## config.mk

```make
export PLATFORM = sky130hd
export DESIGN_NAME = dma_writeback_engine
export DESIGN_NICKNAME = d
export VERILOG_FILES = /design/src/rtl/dma_writeback_engine.sv
export SDC_FILE = /design/constraint.sdc
export NUM_CORES = 1
export LEC_CHECK = 0
export BUFFER_PORTS_ARGS = -buffer_cell sky130_fd_sc_hd__buf_2
export CORE_ASPECT_RATIO = 0.5
export CORE_MARGIN = 4
export CORE_UTILIZATION = 50
export DETAILED_ROUTE_END_ITERATION = 10
export PLACE_DENSITY = 0.73
export SYNTH_ARGS = -nofsm -noshare
export SYNTH_HDL_FRONTEND = slang
export SYNTH_SLANG_ARGS = --single-unit
```

## constraint.sdc

```tcl
create_clock -name clk_i -period 9.5 [get_ports clk_i]
set_input_delay 1.9 -clock clk_i [delete_from_list [all_inputs] [get_ports clk_i]]
set_output_delay 1.9 -clock clk_i [all_outputs]
set_load 0.02 [all_outputs]
```

## src/rtl/dma_writeback_engine.sv

```systemverilog
// ---------------------------------------------------------------------------
// dma_writeback_engine
//
// Purpose:
//   Drains 32-bit words from a result FIFO, packs them pairwise (lower word
//   first) into 64-bit beats and writes each beat to system memory as a
//   single-beat transfer on the AXI-style master write channel. A job is
//   described by a destination base address and a length in bits (whole
//   32-bit words only). An odd trailing word is written as a half beat with
//   byte enables 8'h0F.
//
// Ports:
//   clk_i, rst_i            system clock, asynchronous active-high reset
//   dma_enable_i            engine enable; low aborts any job back to IDLE
//   dma_base_addr_i[31:0]   destination byte address (bits [2:0] ignored)
//   dma_bit_len_i[31:0]     job length in bits (bits [4:0] ignored)
//   dma_start_i             start request, level-sampled in IDLE
//   dma_busy_o              high while a job is active
//   dma_done_o              one-cycle pulse on successful completion
//   dma_err_o               high while in the error state
//   fifo_rd_en_o            FIFO pop strobe (data valid the following cycle)
//   fifo_rd_out_i[31:0]     FIFO read data
//   fifo_empty_i            FIFO empty flag
//   axi_waddr_o[31:0]       write address
//   axi_wdata_o[63:0]       write data
//   axi_wsel_o[7:0]         byte enables
//   axi_wvalid_o            write request valid
//   axi_wlen_o[3:0]         burst length code (4'h1 while valid)
//   axi_wfixed_o            fixed-address burst (always 0)
//   axi_werr_i              write error response
//   axi_wrdy_i              write accepted
// ---------------------------------------------------------------------------
module dma_writeback_engine #(
    parameter int unsigned WR_TIMEOUT = 1024
) (
    input  logic        clk_i,
    input  logic        rst_i,
    input  logic        dma_enable_i,
    input  logic [31:0] dma_base_addr_i,
    input  logic [31:0] dma_bit_len_i,
    input  logic        dma_start_i,
    output logic        dma_busy_o,
    output logic        dma_done_o,
    output logic        dma_err_o,
    output logic        fifo_rd_en_o,
    input  logic [31:0] fifo_rd_out_i,
    input  logic        fifo_empty_i,
    output logic [31:0] axi_waddr_o,
    output logic [63:0] axi_wdata_o,
    output logic [7:0]  axi_wsel_o,
    output logic        axi_wvalid_o,
    output logic [3:0]  axi_wlen_o,
    output logic        axi_wfixed_o,
    input  logic        axi_werr_i,
    input  logic        axi_wrdy_i
);

    typedef enum logic [3:0] {
        S_IDLE,
        S_POP_LO,
        S_CAP_LO,
        S_POP_HI,
        S_CAP_HI,
        S_WRITE,
        S_WAIT,
        S_DONE,
        S_ERR
    } state_t;

    localparam bit          TMO_EN   = (WR_TIMEOUT != 0);
    localparam logic [31:0] TMO_LAST = 32'(WR_TIMEOUT) - 32'd1;

    state_t      r_state;
    logic [31:0] r_base;
    logic [31:0] r_ofs;
    logic [26:0] r_words;
    logic [31:0] r_tmo;
    logic [63:0] r_wdata;
    logic [7:0]  r_wsel;

    logic [31:0] r_axi_waddr;
    logic [63:0] r_axi_wdata;
    logic [7:0]  r_axi_wsel;
    logic        r_axi_wvalid;
    logic [3:0]  r_axi_wlen;
    logic        r_busy;
    logic        r_done;
    logic        r_err;

    logic [26:0] w_words_in;
    logic [26:0] w_words_dec;
    logic        w_pop_state;
    logic        w_unused_bits;

    assign w_words_in    = dma_bit_len_i[31:5];
    assign w_words_dec   = r_words - 27'd1;
    assign w_pop_state   = (r_state == S_POP_LO) || (r_state == S_POP_HI);
    assign w_unused_bits = &{1'b0, dma_bit_len_i[4:0], dma_base_addr_i[2:0]};

    // The pop strobe is combinational so the FIFO advances on the edge that
    // leaves POP_*, and the popped word is present during the CAP_* cycle.
    // Gating with the flag itself guarantees no pop while empty.
    assign fifo_rd_en_o = w_pop_state && !fifo_empty_i && dma_enable_i;

    always_ff @(posedge clk_i or posedge rst_i) begin
        if (rst_i) begin
            r_state      <= S_IDLE;
            r_base       <= '0;
            r_ofs        <= '0;
            r_words      <= '0;
            r_tmo        <= '0;
            r_wdata      <= '0;
            r_wsel       <= '0;
            r_axi_waddr  <= '0;
            r_axi_wdata  <= '0;
            r_axi_wsel   <= '0;
            r_axi_wvalid <= 1'b0;
            r_axi_wlen   <= '0;
            r_busy       <= 1'b0;
            r_done       <= 1'b0;
            r_err        <= 1'b0;
        end else begin
            r_done <= 1'b0;
            if (!dma_enable_i && (r_state != S_IDLE)) begin
                // Abort: any captured but unwritten data is simply dropped.
                r_state      <= S_IDLE;
                r_axi_waddr  <= '0;
                r_axi_wdata  <= '0;
                r_axi_wsel   <= '0;
                r_axi_wvalid <= 1'b0;
                r_axi_wlen   <= '0;
                r_busy       <= 1'b0;
                r_err        <= 1'b0;
            end else begin
                case (r_state)
                    S_IDLE: begin
                        if (dma_enable_i && dma_start_i) begin
                            r_base  <= {dma_base_addr_i[31:3], 3'b000};
                            r_words <= w_words_in;
                            r_ofs   <= '0;
                            r_busy  <= 1'b1;
                            r_state <= (w_words_in == '0) ? S_DONE : S_POP_LO;
                        end
                    end
                    S_POP_LO: begin
                        if (!fifo_empty_i) begin
                            r_state <= S_CAP_LO;
                        end
                    end
                    S_CAP_LO: begin
                        r_wdata[31:0] <= fifo_rd_out_i;
                        r_words       <= w_words_dec;
                        if (w_words_dec == '0) begin
                            r_wdata[63:32] <= '0;
                            r_wsel         <= 8'h0F;
                            r_state        <= S_WRITE;
                        end else begin
                            r_state <= S_POP_HI;
                        end
                    end
                    S_POP_HI: begin
                        if (!fifo_empty_i) begin
                            r_state <= S_CAP_HI;
                        end
                    end
                    S_CAP_HI: begin
                        r_wdata[63:32] <= fifo_rd_out_i;
                        r_words        <= w_words_dec;
                        r_wsel         <= 8'hFF;
                        r_state        <= S_WRITE;
                    end
                    S_WRITE: begin
                        r_axi_waddr  <= r_base + r_ofs;
                        r_axi_wdata  <= r_wdata;
                        r_axi_wsel   <= r_wsel;
                        r_axi_wlen   <= 4'h1;
                        r_axi_wvalid <= 1'b1;
                        r_tmo        <= '0;
                        r_state      <= S_WAIT;
                    end
                    S_WAIT: begin
                        if (axi_werr_i) begin
                            r_axi_waddr  <= '0;
                            r_axi_wdata  <= '0;
                            r_axi_wsel   <= '0;
                            r_axi_wvalid <= 1'b0;
                            r_axi_wlen   <= '0;
                            r_busy       <= 1'b0;
                            r_err        <= 1'b1;
                            r_state      <= S_ERR;
                        end else if (axi_wrdy_i) begin
                            r_axi_waddr  <= '0;
                            r_axi_wdata  <= '0;
                            r_axi_wsel   <= '0;
                            r_axi_wvalid <= 1'b0;
                            r_axi_wlen   <= '0;
                            r_ofs        <= r_ofs + 32'd8;
                            r_state      <= (r_words != '0) ? S_POP_LO : S_DONE;
                        end else if (TMO_EN && (r_tmo == TMO_LAST)) begin
                            r_axi_waddr  <= '0;
                            r_axi_wdata  <= '0;
                            r_axi_wsel   <= '0;
                            r_axi_wvalid <= 1'b0;
                            r_axi_wlen   <= '0;
                            r_busy       <= 1'b0;
                            r_err        <= 1'b1;
                            r_state      <= S_ERR;
                        end else begin
                            r_tmo <= r_tmo + 32'd1;
                        end
                    end
                    S_DONE: begin
                        r_done  <= 1'b1;
                        r_busy  <= 1'b0;
                        r_state <= S_IDLE;
                    end
                    S_ERR: begin
                        r_err <= 1'b1;
                    end
                    default: begin
                        r_state <= S_IDLE;
                    end
                endcase
            end
        end
    end

    assign dma_busy_o   = r_busy;
    assign dma_done_o   = r_done;
    assign dma_err_o    = r_err;
    assign axi_waddr_o  = r_axi_waddr;
    assign axi_wdata_o  = r_axi_wdata;
    assign axi_wsel_o   = r_axi_wsel;
    assign axi_wvalid_o = r_axi_wvalid;
    assign axi_wlen_o   = r_axi_wlen;
    assign axi_wfixed_o = 1'b0;

endmodule

```

==> results of run 1 <==
## cell usage in the layout (no fill, tap or decap), drive strengths merged, types with 4 or more instances in the layout
cell type	count
a22o	102
and3	13
a21o	18
clkinv	10
and4	6
o21ai	90
buf	214
bufinv	4
mux2	61
clkbuf	31
o211ai	4
or3	20
nor2	117
conb	4
nand4	24
a31oi	8
nor3	29
or4	4
nand2	96
nand3	37
dfrtp	287
ha	32
nor4b	4
nor4	23
o21bai	5
o22ai	6
a21oi	84
and2	12
or2	8
xnor2	30
nand2b	5
inv	23
xor2	49
## routing by layer
layer  global-route usage  vias to the layer above  wire length (µm)  share of wire
li1                     -                     5150                 -              -
met1               0.2944                     5520             15040           0.45
met2               0.3717                      298             16430           0.49
met3              0.03441                       49              1563          0.046
met4              0.04786                        0               669          0.020
met5                    0                        -                 0              0
## worst max-delay path by stage
stage,from,to,slack (ns),cells after the start
2_1_floorplan,rst_i,axi_waddr_o[10]$_DFFE_PP0P_,3.79,1
3_3_place_gp,dma_enable_i,r_tmo[31]$_DFFE_PP0P_,4.51,8
6_report,dma_enable_i,fifo_rd_en_o,4.80,4
3_5_place_dp,dma_enable_i,r_tmo[29]$_DFFE_PP0P_,4.47,8
5_1_grt,dma_enable_i,fifo_rd_en_o,4.67,4
4_1_cts,dma_enable_i,fifo_rd_en_o,4.81,4
## power breakdown
group | total, W | switching, W | internal (W)
clock | 0.00111 | 0.000479 | 0.000633
sequential | 0.00180 | 0.000271 | 0.00153
combinational | 0.00124 | 0.000725 | 0.000511
## cell type report
type,instances,area (µm²)
Sequential cell,287,7182
Timing Repair Buffer,214,1096
Fill cell,2268,10880
Antenna cell,1,2.502
Multi-Input combinational cell,939,6291
Tap cell,374,467.9
Clock buffer,31,689.4
Inverter,23,90.09
Clock inverter,17,209.0
## state kept, by name, indices dropped and copies added (netlist names), 2 cells and up
signal and flops:
r_words 27, r_wdata 64, axi_wdata_o 64, r_wsel 2, r_state 4, axi_waddr_o 30
r_ofs 29, axi_wsel_o 2, r_base 29, r_tmo 32
## metrics by stage
step	setup slack [ns]	instances	power [W]	instance area [µm²]	util
5_1_grt	4.670	1886	0.004405	16030	0.5957
2_1_floorplan	3.795	1332	0.002718	13940	-
4_1_cts	4.811	1885	0.004172	16030	0.5956
6_report	4.799	1886	0.004150	16030	0.5957
3_3_place_gp	4.514	1837	0.002985	15130	0.5622
3_5_place_dp	4.466	1837	0.003048	15130	0.5622
## Yosys cell counts, drive strengths merged, types with 5 or more instances
master and instances:
dfrtp 287, nor2 117, a22o 102, nand2 96, o21ai 90, a21oi 84, mux2 61, clkbuf 51
xor2 49, nand3 37, buf 32, ha 32, xnor2 30, nor3 29, nand4 24, inv 23
nor4 23, or3 20, a21o 18, and3 13, and2 12, a31oi 8, or2 8, and4 6
o22ai 6, nand2b 5, o21bai 5
## critical path, cell delays in order
cell	delay, ns
buf_2	0.31
nand2_1	0.17
nor4_1	0.19
buf_2	0.22
## cell families after synthesis
logic type	share of synthesized area
buffers and inverters	0.03532
multiplexers	0.05005
other	0.0002693
XOR/XNOR	0.04969
AO/OA/AOI/OAI	0.1686
adder cells (fa/ha/maj)	0.03019
AND/OR/NAND/NOR	0.1501
flip-flops	0.5158
==> results.toml, run 1 <==
[routing]
num_vias = 11020
drtIter0Drc = 813
routed_via_density = 5.841
wl_per_cell_um = 17.87
drc_errors = 0
ant_nets = 0
drt_wl_total_um = 33710
dr.pass1.iters = 5

[timing]
hold_viol_final = 0
fin_tns_setup_ns = 0
final_max_slew_viol_count = 0
setup-violations-final = 0
rsz0062_at_grt = "false"
min_period_ns = 4.701
slew_headroom = 0.2583
worst_slew_pin_slew_ns = 1.113
fin_hold_ws_ns = 0.4818
period_share = 0.4948
final.setup_skew_ns = 0.01066
max_freq_ghz = 0.2127

[grt]
grt_use_total = 0.2167
antenna_found_initial = 1
grt_pass1_vias = 10900
grt_pass1_wl_um = 56030
overflow = 0
grt_max_degree = 97

[cts]
cts_hold_buf = 0
clk_path_buf_depth = 3
clk_latency_ns = 0.55
htreeDepth = 1
clk_pin_slew_ns = 0.06
clock_sinks = 287
root_buffer = "clkbuf_16"
post-cts-setup-buffers = 0
cts_tree = "yes"
cts_resized = 0
cts_buffers = 26

[synthesis]
synth_ff_type = "dfrtp_1"
synth-seq-cells = 287
synth_top_area_cell = "dfrtp_1"
ys_seq_area_frac = 0.5158
yosys.area.top_type_share = 0.5158
synthArstFlopShare = 1.000
synthesis.area_um2 = 13920
syn-instance-count = 1329
synth_edf_count = 0
synth.area.top_cells = "dfrtp_1 52%, a22o_1 6.4%, mux2_2 4.7%"
avgSynthCellArea_um2 = 10.48
yosysWarnings = 0
ys_types = 74

[worst_hold_path]
min_path_cells = 2
min_to = "axi_waddr_o[8]$_DFFE_PP0P_"
min-delay-start = "axi_waddr_o[8]$_DFFE_PP0P_"
worst_hold_path_type = "register to register"

[worst_setup_path]
r2r-start = "r_tmo[24]$_DFFE_PP0P_"
cp_data_required_time_ns = 7.60
arrival_ns = 2.80
worstSetupEndpointType = "primary output"
timing.rr.end = "r_wdata[15]$_DFFE_PP0P_"
cp_max_fo = 20
rrSetupSlack_ns = 5.54
reg2regPathDepth = 8
crit_path_start_kind = "input port"
crit_type = "input port to primary output"

[floorplan]
core_um2 = 26910
num_rows = 42
die_width_um = 244.0
die_h_um = 126.0
dieArea_um2 = 30740
ioPinCount = 217
start_util = 0.5175

[placement]
io_buffers = 204
routabilityCongestion = 0.9387
dpl.hpwl_um = 23010

[layout]
drive_gt1_frac = 0.2290
nets = 1627
area_growth_pct = 15.12

[flow_run]
cap_viol_max_count = 0

[power_and_ir_drop]
power_density_nw_per_um2 = 258.9
p_leak_nw = 7.645
ir_worst_vdd_v = 0.0001692

[run_status]
status = "completed"
Power figures use the tool's default switching activity.
==> inputs of run 2 (changes only) <==
--- a/config.mk
+++ b/config.mk
@@ -5,12 +5,13 @@
 export SDC_FILE = /design/constraint.sdc
 export NUM_CORES = 1
 export LEC_CHECK = 0
+export ABC_AREA = 1
 export BUFFER_PORTS_ARGS = -buffer_cell sky130_fd_sc_hd__buf_2
 export CORE_ASPECT_RATIO = 0.5
 export CORE_MARGIN = 4
 export CORE_UTILIZATION = 50
 export DETAILED_ROUTE_END_ITERATION = 10
-export PLACE_DENSITY = 0.73
+export PLACE_DENSITY = 0.7
 export SYNTH_ARGS = -nofsm -noshare
 export SYNTH_HDL_FRONTEND = slang
 export SYNTH_SLANG_ARGS = --single-unit
==> constraint.sdc (replaced) <==
create_clock -name clk_i -period 4.95 [get_ports clk_i]
set_input_delay 0.99 -clock clk_i [delete_from_list [all_inputs] [get_ports clk_i]]
set_output_delay 0.99 -clock clk_i [all_outputs]
set_load 0.02 [all_outputs]
==> results.toml, run 2 <==
[routing]
routed_via_density = 5.216
wl_met3_um = 1948
drtIter0Drc = 1141
num_vias = 14170
drc_errors = 0
ant_nets = 0
dr.max_layer_used = "met4"
wl_per_cell_um = 15.45
wl_met1_um = 20080
dr.pass1.iters = 6
dr_wl_met2_um = 19430
drt_wl_total_um = 41970

[cts]
clock_sinks = 287
clk_path_buf_depth = 3
cts_buffers = 27
post-cts-setup-buffers = 0
clk_pin_slew_ns = 0.07
cts_tree = "yes"
cts_hold_buf = 0
htreeDepth = 1
cts_resized = 0
clk_latency_ns = 0.57
root_buffer = "clkbuf_16"

[worst_hold_path]
worst_hold_path_type = "register to register"
min-delay-start = "axi_wdata_o[7]$_DFFE_PP0P_"
min_path_cells = 2
min_to = "axi_wdata_o[7]$_DFFE_PP0P_"

[worst_setup_path]
rrSetupSlack_ns = 1.67
cp-startpoint = "r_state[1]$_DFFE_PP0P_"
worstSetupEndpointType = "register"
cp.depth = 11
r2r-start = "r_state[1]$_DFFE_PP0P_"
cp_max_fo = 34
cp_slowest_cell = "inv_2"
timing.rr.end = "r_wdata[43]$_DFFE_PP0P_"
cpPeakStageDelay_ns = 0.59
cp_data_required_time_ns = 5.39
crit_buf_inv = 4
arrival_ns = 3.72
crit_path_cell_trace = "nor2_2 > inv_1 > nor2_1 > nor2_2 > buf_4 > inv_2 > nand2_1 > inv_2 > nand2_4 > nand2_1 > nand2_1"
crit_top_cell = "nand2_1"
crit_type = "register to register"
crit_path_start_kind = "register"
critPathTopFamily = "simple AND/OR/NAND/NOR gates"
reg2regPathDepth = 11

[timing]
setup-violations-final = 0
max_freq_ghz = 0.3045
min_period_ns = 3.284
slew_headroom = 0.2902
hold_viol_final = 0
setup_ws_ns = 1.666
period_share = 0.6635
final_max_slew_viol_count = 0
rsz0062_at_grt = "false"
worst_slew_pin_slew_ns = 1.065
fin_tns_setup_ns = 0
final.setup_skew_ns = 0.02515

[grt]
grt_pass1_vias = 13450
overflow = 0
antenna_found_initial = 0
grt_pass1_wl_um = 69490
grt_use_total = 0.2450
grt_max_degree = 116

[power_and_ir_drop]
internal_power_w = 0.004592
pwr-share-comb = 0.298
ir_worst_vdd_v = 0.0002813
power_density_nw_per_um2 = 416.0
seqPwrFrac = 0.411
clkPwrFrac = 0.290
p_leak_nw = 9.522
power_w = 0.007409
p_switching_w = 0.002817
sw_frac_of_total = 0.3802

[floorplan]
die_h_um = 132.8
core_um2 = 30520
num_rows = 45
die_width_um = 257.7
start_util = 0.5106
dieArea_um2 = 34220
ioPinCount = 217

[synthesis]
ys_seq_area_frac = 0.4609
syn-instance-count = 2106
avgSynthCellArea_um2 = 7.398
synth-seq-cells = 287
synth_top_area_cell = "dfrtp_1"
synth_edf_count = 0
yosys-top-cells-count = "749 x nand2_1, 287 x dfrtp_1, 237 x nor2_1"
synth_ff_type = "dfrtp_1"
synth.most_common_cell = "nand2_1"
yosys.area.top_type_share = 0.4609
synth.area.top_cells = "dfrtp_1 46%, nand2_1 18%, nor2_1 5.7%"
synthArstFlopShare = 1.000
ys_types = 52
yosysWarnings = 0
synthesis.area_um2 = 15580

[layout]
antenna_cells = 0
mostFrequentLayoutCells = "748 x nand2_1, 287 x dfrtp_1, 234 x nor2_1, 204 x buf_2, 161 x inv_1"
nets = 2410
final_common_cell = "nand2_1"
final_cell_area_um2 = 17810
area_growth_pct = 14.31
post-route-util = 0.5836
drive_gt1_frac = 0.1330
fill_cells = 2922

[flow_run]
cap_viol_max_count = 0

[placement]
place_area_um2 = 16900
io_buffers = 204
routabilityCongestion = 0.9276
place_ws_ns = 1.713
dpl.hpwl_um = 29690

[run_status]
status = "completed"
-- run 2: cell count changes in the layout (fill, tap and decap cells not counted), moves of 20 or more --
cell	previous run	this run
o21ai_0	69	126
a22o_1	102	0
nand3_1	35	123
nand2_1	96	748
mux2_2	58	0
inv_1	22	161
a21oi_1	84	63
nor2_1	115	234
or3_1	20	0
-- run 2: logic make-up after synthesis --
family,Yosys count,share of synthesized area
compound gates,250,0.08873
buf+inv,255,0.06794
other cells,1,0.0002407
xor+xnor,51,0.02867
simple gates,1229,0.3265
fa+ha+maj,33,0.02698
flops,287,0.4609
-- run 2: power by group through the flow --
stage          registers, W  logic, W  clock network [W]
6_report            0.00305   0.00221            0.00215
5_1_grt             0.00310   0.00254            0.00231
4_1_cts             0.00304   0.00222            0.00220
3_5_place_dp        0.00308   0.00220                  0
3_3_place_gp        0.00307   0.00217                  0
2_1_floorplan       0.00301   0.00169                  0
-- run 2: worst max-delay path by stage --
stage / end / slack [ns]
final: r_wdata[43]$_DFFE_PP0P_ / 1.67
after global routing: r_wdata[44]$_DFFE_PP0P_ / 1.39
after CTS: r_wdata[63]$_DFFE_PP0P_ / 1.65
after detailed placement: r_wdata[44]$_DFFE_PP0P_ / 1.71
after global placement: r_wdata[52]$_DFFE_PP0P_ / 1.74
after floorplan: axi_waddr_o[10]$_DFFE_PP0P_ / 0.15
-- run 2: routing by layer --
metal | global-route usage | vias up
met5 | 0 | -
met4 | 0.03280 | 0
met3 | 0.03213 | 43
met2 | 0.4074 | 320
met1 | 0.3555 | 6688
li1 | - | 7120
-- run 2: area by class of cell --
type,count,area (µm²),share of cell area
Multi-Input combinational cell,1567,7375,0.4141
Sequential cell,287,7182,0.4032
Timing Repair Buffer,220,1166,0.06547
Clock buffer,35,755.7,0.04243
Inverter,171,645.6,0.03625
Tap cell,423,529.3,0.02972
Clock inverter,14,157.7,0.008851
-- run 2: worst register-to-register path: stages, from the launching register on --
cell and delay (ns):
dfrtp_1 0.47, nor2_2 0.19, inv_1 0.07, nor2_1 0.27, nor2_2 0.08, buf_4 0.24, inv_2 0.40, nand2_1 0.15
inv_2 0.59, nand2_4 0.45, nand2_1 0.18, nand2_1 0.07
-- run 2: through the flow --
stage | hold slack [ns] | std cells
finish | 0.4633 | 2717
global route | 0.4837 | 2717
CTS | 0.4694 | 2717
detailed placement | 0.4460 | 2668
global placement | 0.4375 | 2668
floorplan | 0.4215 | 2109
==> inputs of run 3 (changes only) <==
--- a/config.mk
+++ b/config.mk
@@ -11,7 +11,7 @@
 export CORE_MARGIN = 4
 export CORE_UTILIZATION = 50
 export DETAILED_ROUTE_END_ITERATION = 10
-export PLACE_DENSITY = 0.7
+export PLACE_DENSITY = 0.73
 export SYNTH_ARGS = -nofsm -noshare
 export SYNTH_HDL_FRONTEND = slang
 export SYNTH_SLANG_ARGS = --single-unit
==> constraint.sdc (replaced) <==
create_clock -name clk_i -period 2.7 [get_ports clk_i]
set_input_delay 0.54 -clock clk_i [delete_from_list [all_inputs] [get_ports clk_i]]
set_output_delay 0.54 -clock clk_i [all_outputs]
set_load 0.02 [all_outputs]
==> results.toml, run 3 (synthesized netlist as in run 2, its figures left out) <==
[placement]
io_buffers = 204
dpl.hpwl_um = 29780
routabilityCongestion = 0.9789

[cts]
cts_buffers = 27
clock_sinks = 287
clk_latency_ns = 0.56
clk_pin_slew_ns = 0.07
htreeDepth = 1
post-cts-setup-buffers = 0
cts_tree = "yes"
root_buffer = "clkbuf_16"
clk_path_buf_depth = 3

[timing]
final_max_slew_viol_count = 0
rsz0062_at_grt = "false"
hold_viol_final = 0
final.setup_skew_ns = 0.01264
max_freq_ghz = 0.4049
worst_slew_pin_slew_ns = 0.8436
period_share = 0.9147
min_period_ns = 2.470
fin_tns_setup_ns = 0
setup-violations-final = 0
fin_hold_ws_ns = 0.06253
slew_headroom = 0.4376

[worst_setup_path]
crit_path_start_kind = "register"
cp_data_required_time_ns = 3.14
timing.rr.end = "r_wdata[40]$_DFFE_PP0P_"
critPathTopFamily = "simple AND/OR/NAND/NOR gates"
crit_path_cell_trace = "inv_1 > ha_4 > nand3_1 > nor2_2 > nor2_1 > nor2_1 > nand2_1 > nor2_1 > nand2_1 > nor2_2 > nand3_2 > nand2_4 > nand2_8 > nand2_1 > nand2_1"
worstSetupEndpointType = "register"
cpPeakStageDelay_ns = 0.39
crit_buf_inv = 1
rrSetupSlack_ns = 0.23
crit_type = "register to register"
arrival_ns = 2.91
cp_max_fo = 34
crit_top_cell = "nand2_1"
cp_slowest_cell = "dfrtp_1"
reg2regPathDepth = 15
r2r-start = "r_words[1]$_DFFE_PP0P_"

[routing]
drc_errors = 0
drt_wl_total_um = 41520
wl_per_cell_um = 15.21
dr.pass1.iters = 6
num_vias = 14320
ant_nets = 0
routed_via_density = 5.246
drtIter0Drc = 1161

[grt]
grt_use_total = 0.2392
grt_max_degree = 123
grt_pass1_vias = 13450
antenna_found_initial = 0
grt_pass1_wl_um = 68280
overflow = 0

[floorplan]
dieArea_um2 = 34220
die_h_um = 132.8
num_rows = 45
core_um2 = 30520
die_width_um = 257.7
ioPinCount = 217
start_util = 0.5106

[power_and_ir_drop]
clkPwrFrac = 0.286
power_density_nw_per_um2 = 767.1
p_leak_nw = 9.610
ir_worst_vdd_v = 0.0005815
pwr-share-comb = 0.309
sw_frac_of_total = 0.3729
p_switching_w = 0.005138
seqPwrFrac = 0.405
internal_power_w = 0.008642

[layout]
fill_cells = 2927
antenna_cells = 0
multiInputGateArea_um2 = 7396
final_common_cell = "nand2_1"
mostFrequentLayoutCells = "748 x nand2_1, 287 x dfrtp_1, 234 x nor2_1, 204 x buf_2, 161 x inv_1"
area_growth_pct = 15.30
regArea_um2 = 7182
nets = 2426
drive_gt1_frac = 0.1370

[flow_run]
cap_viol_max_count = 0

[worst_hold_path]
worst_hold_path_type = "input port to async pin"

[run_status]
status = "completed"
run 3: cell types whose count changed in the layout (fill, tap and decap cells not counted), moves of 2 or more:
cell	change
clkinv_4	-3
inv_6	+2
buf_12	+3
buf_4	+13
clkbuf_8	-3
bufinv_16	+2
clkinvlp_4	-2
clkbuf_1	+3
run 3: power groups by stage:
stage | Clock [W] | Combinational (W) | Sequential, W
6_report | 0.00395 | 0.00425 | 0.00558
5_1_grt | 0.00421 | 0.00482 | 0.00566
4_1_cts | 0.00404 | 0.00421 | 0.00557
3_5_place_dp | 0 | 0.00418 | 0.00563
3_3_place_gp | 0 | 0.00412 | 0.00562
2_1_floorplan | 0 | 0.00310 | 0.00551
run 3: metal layers:
metal / GRT usage / share of wire / up-vias
li1: - / - / 7140
met1: 0.3412 / 0.47 / 6750
met2: 0.3914 / 0.46 / 366
met3: 0.03729 / 0.054 / 66
met4: 0.05026 / 0.019 / 0
met5: 0 / 0 / -
run 3: area by class of cell:
cell class                 instances  share of cell area
timing repair buffer             236             0.07369
sequential                       287              0.3998
clock inverter                    11            0.009054
multi-input combinational       1567              0.4117
clock buffer                      35             0.04040
inverter                         171             0.03594
tap                              423             0.02946
run 3: what timing repair did:
item	in CTS	in global routing
resized for setup	1	2
gates cloned	0	0
endpoints found under the setup margin	1	33
hold buffers	0	0
run 3: worst max path at each step:
stage	start	end	slack, ns	cells past startpoint
after global routing	r_words[7]$_DFFE_PP0P_	r_wdata[43]$_DFFE_PP0P_	0.009	14
after floorplan	rst_i	axi_waddr_o[10]$_DFFE_PP0P_	-1.65	1
after global placement	r_words[1]$_DFFE_PP0P_	r_wdata[55]$_DFFE_PP0P_	0.10	15
after detailed placement	r_words[1]$_DFFE_PP0P_	r_wdata[54]$_DFFE_PP0P_	0.02	15
after CTS	r_words[1]$_DFFE_PP0P_	r_wdata[40]$_DFFE_PP0P_	0.09	15
final	r_words[1]$_DFFE_PP0P_	r_wdata[40]$_DFFE_PP0P_	0.23	15
run 3: through the flow:
step | utilization | setup WS, ns | area, µm² | cells | total power [W]
finish | 0.5887 | 0.2302 | 17960 | 2730 | 0.01378
global route | 0.5887 | 0.009147 | 17960 | 2730 | 0.01469
CTS | 0.5881 | 0.09175 | 17950 | 2730 | 0.01381
detailed placement | 0.5589 | 0.02290 | 17060 | 2684 | 0.009809
global placement | 0.5589 | 0.1025 | 17060 | 2684 | 0.009733
floorplan | - | -1.645 | 15600 | 2109 | 0.008609
run 3: worst reg2reg max path: stages, from the launching register on:
cell     delay (ns)
dfrtp_1        0.39
inv_1          0.14
ha_4           0.21
nand3_1        0.17
nor2_2         0.19
nor2_1         0.08
nor2_1         0.12
nand2_1        0.07
nor2_1         0.10
nand2_1        0.08
nor2_2         0.16
nand3_2        0.12
nand2_4        0.16
nand2_8        0.19
nand2_1        0.13
nand2_1        0.05
